[src/rtl/shift_add_multiplier.sv]
// shift_add_multiplier: sequential unsigned multiplier iterating one shared ripple-carry adder
module full_adder (
  input  logic a,
  input  logic b,
  input  logic cin,
  output logic sum,
  output logic cout
);
  assign sum  = a ^ b ^ cin;
  assign cout = (a & b) | (cin & (a ^ b));
endmodule

module ripple_carry_adder #(
  parameter int WIDTH = 4
) (
  input  logic [WIDTH-1:0] a,
  input  logic [WIDTH-1:0] b,
  input  logic             cin,
  output logic [WIDTH-1:0] sum,
  output logic             cout
);
  logic [WIDTH:0] c;
  assign c[0] = cin;
  assign cout = c[WIDTH];
  for (genvar i = 0; i < WIDTH; i++) begin : g_fa
    full_adder u_fa (.a(a[i]), .b(b[i]), .cin(c[i]), .sum(sum[i]), .cout(c[i+1]));
  end
endmodule

module shift_add_multiplier #(
  parameter int WIDTH = 4
) (
  input  logic               clk,
  input  logic               reset,
  input  logic               start,
  input  logic [WIDTH-1:0]   a,
  input  logic [WIDTH-1:0]   b,
  output logic               ready,
  output logic               busy,
  output logic               done,
  output logic [2*WIDTH-1:0] product
);
  localparam int CW = $clog2(WIDTH) + 1;
  typedef enum logic [1:0] {IDLE, CALC, DONE} state_t;
  state_t state;
  logic [WIDTH-1:0] m, acc, q, addend, sum, next_acc, next_q;
  logic [CW-1:0] cnt;
  logic cout;
  assign addend = q[0] ? m : '0;
  ripple_carry_adder #(.WIDTH(WIDTH)) u_add (
    .a(acc), .b(addend), .cin(1'b0), .sum(sum), .cout(cout)
  );
  // The carry-out becomes the new MSB of the high half on every shift.
  assign next_acc = {cout, sum[WIDTH-1:1]};
  assign next_q   = {sum[0], q[WIDTH-1:1]};
  always_ff @(posedge clk or posedge reset) begin
    if (reset) begin
      state   <= IDLE;
      ready   <= 1'b1;
      busy    <= 1'b0;
      done    <= 1'b0;
      product <= '0;
      m       <= '0;
      acc     <= '0;
      q       <= '0;
      cnt     <= '0;
    end else begin
      case (state)
        IDLE: if (start) begin
          m     <= a;
          q     <= b;
          acc   <= '0;
          cnt   <= '0;
          state <= CALC;
          ready <= 1'b0;
          busy  <= 1'b1;
        end
        CALC: begin
          acc <= next_acc;
          q   <= next_q;
          cnt <= cnt + 1'b1;
          if (cnt == CW'(WIDTH - 1)) begin
            product <= {next_acc, next_q};
            state   <= DONE;
            busy    <= 1'b0;
            done    <= 1'b1;
          end
        end
        DONE: begin
          state <= IDLE;
          done  <= 1'b0;
          ready <= 1'b1;
        end
        default: begin
          state <= IDLE;
          ready <= 1'b1;
          busy  <= 1'b0;
          done  <= 1'b0;
        end
      endcase
    end
  end
endmodule
[config.mk]
export PLATFORM = sky130hd
export DESIGN_NAME = shift_add_multiplier
export DESIGN_NICKNAME = d
export VERILOG_FILES = /design/src/rtl/shift_add_multiplier.sv
export SDC_FILE = /design/constraint.sdc
export NUM_CORES = 1
export LEC_CHECK = 0
export ABC_CLOCK_PERIOD_IN_PS = 6100
export CORE_ASPECT_RATIO = 1.2
export CORE_MARGIN = 1.5
export CORE_UTILIZATION = 55
export DETAILED_ROUTE_END_ITERATION = 6
export GPL_TIMING_DRIVEN = 0
export MAX_ROUTING_LAYER = met4
export PLACE_DENSITY = 0.81
export SLEW_MARGIN = 30
export SYNTH_ARGS = -nofsm -noshare
export SYNTH_HDL_FRONTEND = slang
export SYNTH_HIERARCHICAL = 1
export SYNTH_SLANG_ARGS = --single-unit
[constraint.sdc]
create_clock -name clk -period 6.1 [get_ports clk]
set_clock_uncertainty 0.1 [all_clocks]
set_input_delay 0.61 -clock clk [delete_from_list [all_inputs] [get_ports clk]]
set_output_delay 0.61 -clock clk [all_outputs]
set_load 0.01 [all_outputs]
# == Word-level counts from Yosys, hierarchy flattened ==
# Cells that the tools add are included.
# totals
ff_bits,28
latchBits,0
mem_bits_rw,0
rom_bits,0
inputBits,11
output_inout_bits,11
word_cells,61
n_memories,0
# classes
add_sub_neg,1
multipliers,0
n_div,0
n_lt_le_gt_ge,0
n_eq_ne,5
shift,0
mux,17
bitwise_logic,20
reduce_logical,9
# ops
op,count
4-bit one-hot mux with 2 select lines,2
4-bit two-way mux,3
2-bit AND reduction,6
1-bit bitwise AND,7
1-bit bitwise XOR,7
3-bit one-hot mux with 2 select lines,1
1-bit two-way mux,4
2-bit two-way mux,2
2-bit != test (second input constant),2
1-bit one-hot mux with 2 select lines,2
2-bit one-hot mux with 2 select lines,1
3-bit by 1-bit adder with 3-bit output (second input constant),1
3-bit by 2-bit == test with 1-bit output (second input constant),1
3-bit two-way mux,1
1-bit inverter,3
1-bit OR,3
1-bit one-hot mux with 3 select lines,1
3-bit AND reduction,1
2-bit by 1-bit == test with 1-bit output (second input constant),1
2-bit == test (second input constant),1
2-bit logical NOT,1
2-bit nonzero test,1

# == Logic depth before layout (Yosys ltp) ==
# depth
word_depth,9
ltp_mapped,6

# == Modules after synthesis ==
# The synthesis kept the hierarchy.
# by_module_without_submodules
mod,n_inst,cells_each,area_per_inst_um2,seq_area_each_um2
shift_add_multiplier,1,88,1176.1,701.9
full_adder,4,1,20.0,0.0

# == Worst setup path before layout ==
# No wires, ideal clock.
# synth_timing
path_kind,reg-to-reg
from,reg q[0]
to,reg product[6]
setup_time_ns,0.125
t_arrival_ns,2.408
required_time_ns,5.875
slack_ns,3.467
stages_incl_launch_ff,7
n_path_buf,0
path_cell_list,dfrtp_1 and2_1 fa_1 fa_1 fa_1 fa_1 mux2_4
# synth_via
elab_chain_cells,7
word_cells_on_any_way,12
classes_between,1 x mux; 11 x bitwise
# synth_rtl
element,line_no,rtl
from (decl),46,"logic [WIDTH-1:0] m, acc, q, addend, sum, next_acc, next_q;"
from (signal assigned),80,q <= next_q;
4-bit two-way mux,49,assign addend = q[0] ? m : '0;
named net addend[0],46,
1-bit bitwise AND,10,assign cout = (a & b) | (cin & (a ^ b));
named net u_add.c[1],22,logic [WIDTH:0] c;
1-bit bitwise AND,10,
1-bit OR,10,
named net u_add.c[2],22,
1-bit bitwise AND,10,
1-bit OR,10,
named net u_add.c[3],22,
1-bit bitwise XOR,9,assign sum = a ^ b ^ cin;
named net sum[3],46,
to (signal assigned),83,"product <= {next_acc, next_q};"
to (decl),41,output logic [2*WIDTH-1:0] product
# The timed path passes the listed nets, and every way through them passes these cells.
# A chain may end at the register's enable or synchronous reset.

# == Final worst setup path ==
# Ends and elaborated chain as after synthesis.

==> results.py <==
metrics = {
    "run_status": {
        "status": "completed",
    },
    "layout": {
        "antennaDiodeCount": 0,
        "final_area_um2": 1540,
        "nFillCells": 162,
        "area_delta_synth_final_pct": 22.6,
        "final_nets": 135,
        "drive_gt1_share_pct": 20.5,
    },
    "cts": {
        "clockBufferDepth": 2,
        "cts_sinks": 28,
        "cts_tree": "done",
        "ctsHoldBuffers": 0,
        "htree_levels": 1,
        "cts_inserted_buffers": 3,
        "clock_latency_ps": 330,
        "clk_pin_slew_ps": 140,
        "ctsResizeCount": 0,
        "cts_root_buf": "clkbuf_4",
        "post-cts-setup-buffers": 0,
    },
    "setup_path": {
        "cp_num_cells": 6,
        "r2r_start": "q[0]$_DFFE_PP0P_",
        "worstSetupPathType": "flop to flop",
        "rrSetupSlack_ps": 3340,
        "critical_path_arrival_ps": 2890,
        "cp-end-kind": "flop",
        "ff2ff_path_depth": 6,
        "path_cells": "and2_1, fa_1, fa_1, fa_1, fa_1, mux2_4",
        "cp_common_cell": "fa_1",
        "required_ps": 6230,
        "worst_path_dominant_cell_family": "adder cells",
        "max_stage_delay_ps": 460,
        "rr_endpoint": "product[6]$_DFFE_PP0P_",
        "crit_fanout": 6,
        "critPathSlowestCell": "dfrtp_1",
        "start_kind": "flop",
        "cp.buffers_inverters": 0,
    },
    "detailed_routing": {
        "wl_per_cell_um": 14.5,
        "firstDrtPassIters": 4,
        "route.met2.wl_um": 1070,
        "antenna_left": 0,
        "top_layer": "met4",
        "drt_iter0_markers": 10,
        "viasPerCell": 5.37,
        "routed_wirelength_um": 2130,
        "vias": 789,
        "post-route-drc-count": 0,
        "wl_met1_um": 964,
        "dr_wl_met3_um": 50,
    },
    "timing": {
        "period_share_pct": 45.3,
        "setup_ws_ps": 3340,
        "setup_tns_ps": 0,
        "rsz0062_at_grt": "false",
        "slew_headroom_pct": 62.9,
        "setup_viol": 0,
        "tightest_slew_ps": 556,
        "finalHoldViolCount": 0,
        "fmax_ghz": 0.362,
        "fin_crit_ps": 2760,
        "drv_slew": 0,
    },
    "placement": {
        "dpl_cell_area_um2": 1500,
        "port_buffers": 21,
        "dp_hpwl_um": 1550,
        "gp_congestion": 0.784,
        "dpl_worst_slack_ps": 3340,
    },
    "global_routing": {
        "antenna_found_initial": 0,
        "grt_overflow": 0,
        "grt_pass1_vias": 797,
        "grt_max_degree": 29,
        "grt_pass1_wl_um": 3540,
        "grtUsageTotal_pct": 19.5,
    },
    "power": {
        "internal_power_mw": 0.556,
        "p_comb_share_pct": 49.7,
        "power_density_nw_per_um2": 550,
        "leakage_nw": 0.715,
        "ir_drop_mv": 0.339,
        "p_sw_mw": 0.291,
        "power_frac_seq_pct": 39.8,
        "swShare_pct": 34.4,
        "p_clk_share_pct": 10.6,
    },
    "hold_path": {
        "hp-class": "flop to flop",
        "hold_path_depth": 1,
        "hold_start": "busy$_DFFE_PP0P_",
        "min_to": "busy$_DFFE_PP0P_",
    },
    "flow_run": {
        "cap_violations": 0,
    },
    "yosys": {
        "syn_inst": 92,
        "yosysWarnings": 6,
        "syn_nets": 109,
        "ys_ff_latch": 28,
        "ys_seq_area_share_pct": 55.9,
        "netlist-cell-type-count": 23,
        "syn_area_um2": 1260,
        "syn_avg_cell_area_um2": 13.7,
    },
    "floorplanning": {
        "die_area_um2": 2580,
        "io-pin-count": 22,
        "die_w_um": 46.6,
        "initial_core_util_pct": 59.3,
        "num_rows": 18,
        "core_um2": 2120,
        "die_h_um": 55.4,
    },
}
## how the worst max path moves through the flow
stage	start	end	slack, ps
floorplan	q[0]$_DFFE_PP0P_	product[6]$_DFFE_PP0P_	3470
global placement	q[0]$_DFFE_PP0P_	product[6]$_DFFE_PP0P_	3380
detailed placement	q[0]$_DFFE_PP0P_	product[6]$_DFFE_PP0P_	3340
CTS	q[0]$_DFFE_PP0P_	product[6]$_DFFE_PP0P_	3320
global route	q[0]$_DFFE_PP0P_	product[6]$_DFFE_PP0P_	3270
finish	q[0]$_DFFE_PP0P_	product[6]$_DFFE_PP0P_	3340
## synth_stat cells
| master | count | area, um2 |
|---|---|---|
| and2_1 | 4 | 25.0 |
| and2b_4 | 1 | 10.0 |
| a22o_1 | 5 | 43.8 |
| o21ai_0 | 4 | 20.0 |
| nand2b_2 | 1 | 8.76 |
| ha_1 | 2 | 25.0 |
| dfrtp_1 | 27 | 676 |
| dfstp_2 | 1 | 26.3 |
| nand2_1 | 3 | 11.3 |
| nor2_4 | 1 | 11.3 |
| nand2_4 | 1 | 11.3 |
| o22ai_1 | 8 | 50.1 |
| mux2_2 | 4 | 45.0 |
| fa_1 | 4 | 80.1 |
| conb_1 | 1 | 3.75 |
| a21oi_1 | 6 | 30.0 |
| inv_1 | 6 | 22.5 |
| o21bai_2 | 1 | 11.3 |
| mux2_4 | 8 | 120 |
| buf_4 | 1 | 7.51 |
| nor2_1 | 1 | 3.75 |
| nand2b_1 | 1 | 6.26 |
| a21o_1 | 1 | 7.51 |
## sequential cells by signal, summed over array words and instances (netlist names)
signal   flops
state        2
q            4
ready        1
acc          4
m            4
done         1
product      8
busy         1
cnt          3
## power by group through the flow
stage | registers [mW] | logic [mW] | clock network [mW]
detailed placement | 0.342 | 0.422 | 0
floorplan | 0.346 | 0.273 | 0
CTS | 0.338 | 0.427 | 0.0925
global route | 0.348 | 0.462 | 0.0976
global placement | 0.337 | 0.404 | 0
finish | 0.337 | 0.421 | 0.0896
## metal layers
| layer | GRT usage, % | vias up |
|---|---|---|
| met2 | 29.4 | 14 |
| met3 | 4.90 | 5 |
| met5 | - | - |
| met1 | 24.8 | 395 |
| met4 | 7.94 | 0 |
| li1 | - | 375 |
## kinds of logic (layout without fill, tap and decap cells)
| kind of cell | after synthesis | count (layout) | synth area share (%) |
|---|---|---|---|
| other cells | 1 | 1 | 0.299 |
| flops | 28 | 28 | 55.9 |
| buf+inv | 7 | 32 | 2.39 |
| fa+ha+maj | 6 | 6 | 8.37 |
| mux | 12 | 12 | 13.1 |
| compound gates | 25 | 25 | 12.9 |
| simple gates | 13 | 13 | 6.97 |
## through the flow
step	hold WS, ps	cells	power [mW]	utilization (%)
3_5_place_dp	370	143	0.764	71.0
5_1_grt	416	147	0.907	72.8
4_1_cts	408	147	0.857	72.8
3_3_place_gp	364	143	0.742	71.0
2_1_floorplan	350	92	0.619	-
6_report	410	147	0.847	72.8
## worst register-to-register path, cell delays in order, from the launching register on
cell,delay [ps]
dfrtp_1,460
and2_1,180
fa_1,400
fa_1,390
fa_1,390
fa_1,460
mux2_4,280
## cells in the final DEF (no fill, tap or decap), drive strengths merged
master and count:
clkbuf 4, conb 1, inv 6, mux2 12, o22ai 8, o21bai 1, dfstp 1, a22o 5
clkdlybuf4s50 21, and2 4, o21ai 4, nand2 4, fa 4, a21o 1, buf 1, nand2b 2
ha 2, nor2 2, and2b 1, dfrtp 27, a21oi 6
## layout make-up
class / count / area (um2) / area share (%)
sequential: 28 / 702 / 45.6
tap: 30 / 37.5 / 2.44
buffer: 1 / 7.51 / 0.487
timing repair buffer: 21 / 210 / 13.6
inverter: 6 / 22.5 / 1.46
clock buffer: 4 / 36.3 / 2.36
multi-input combinational: 57 / 524 / 34.0
(Power assumes the default switching activity.)
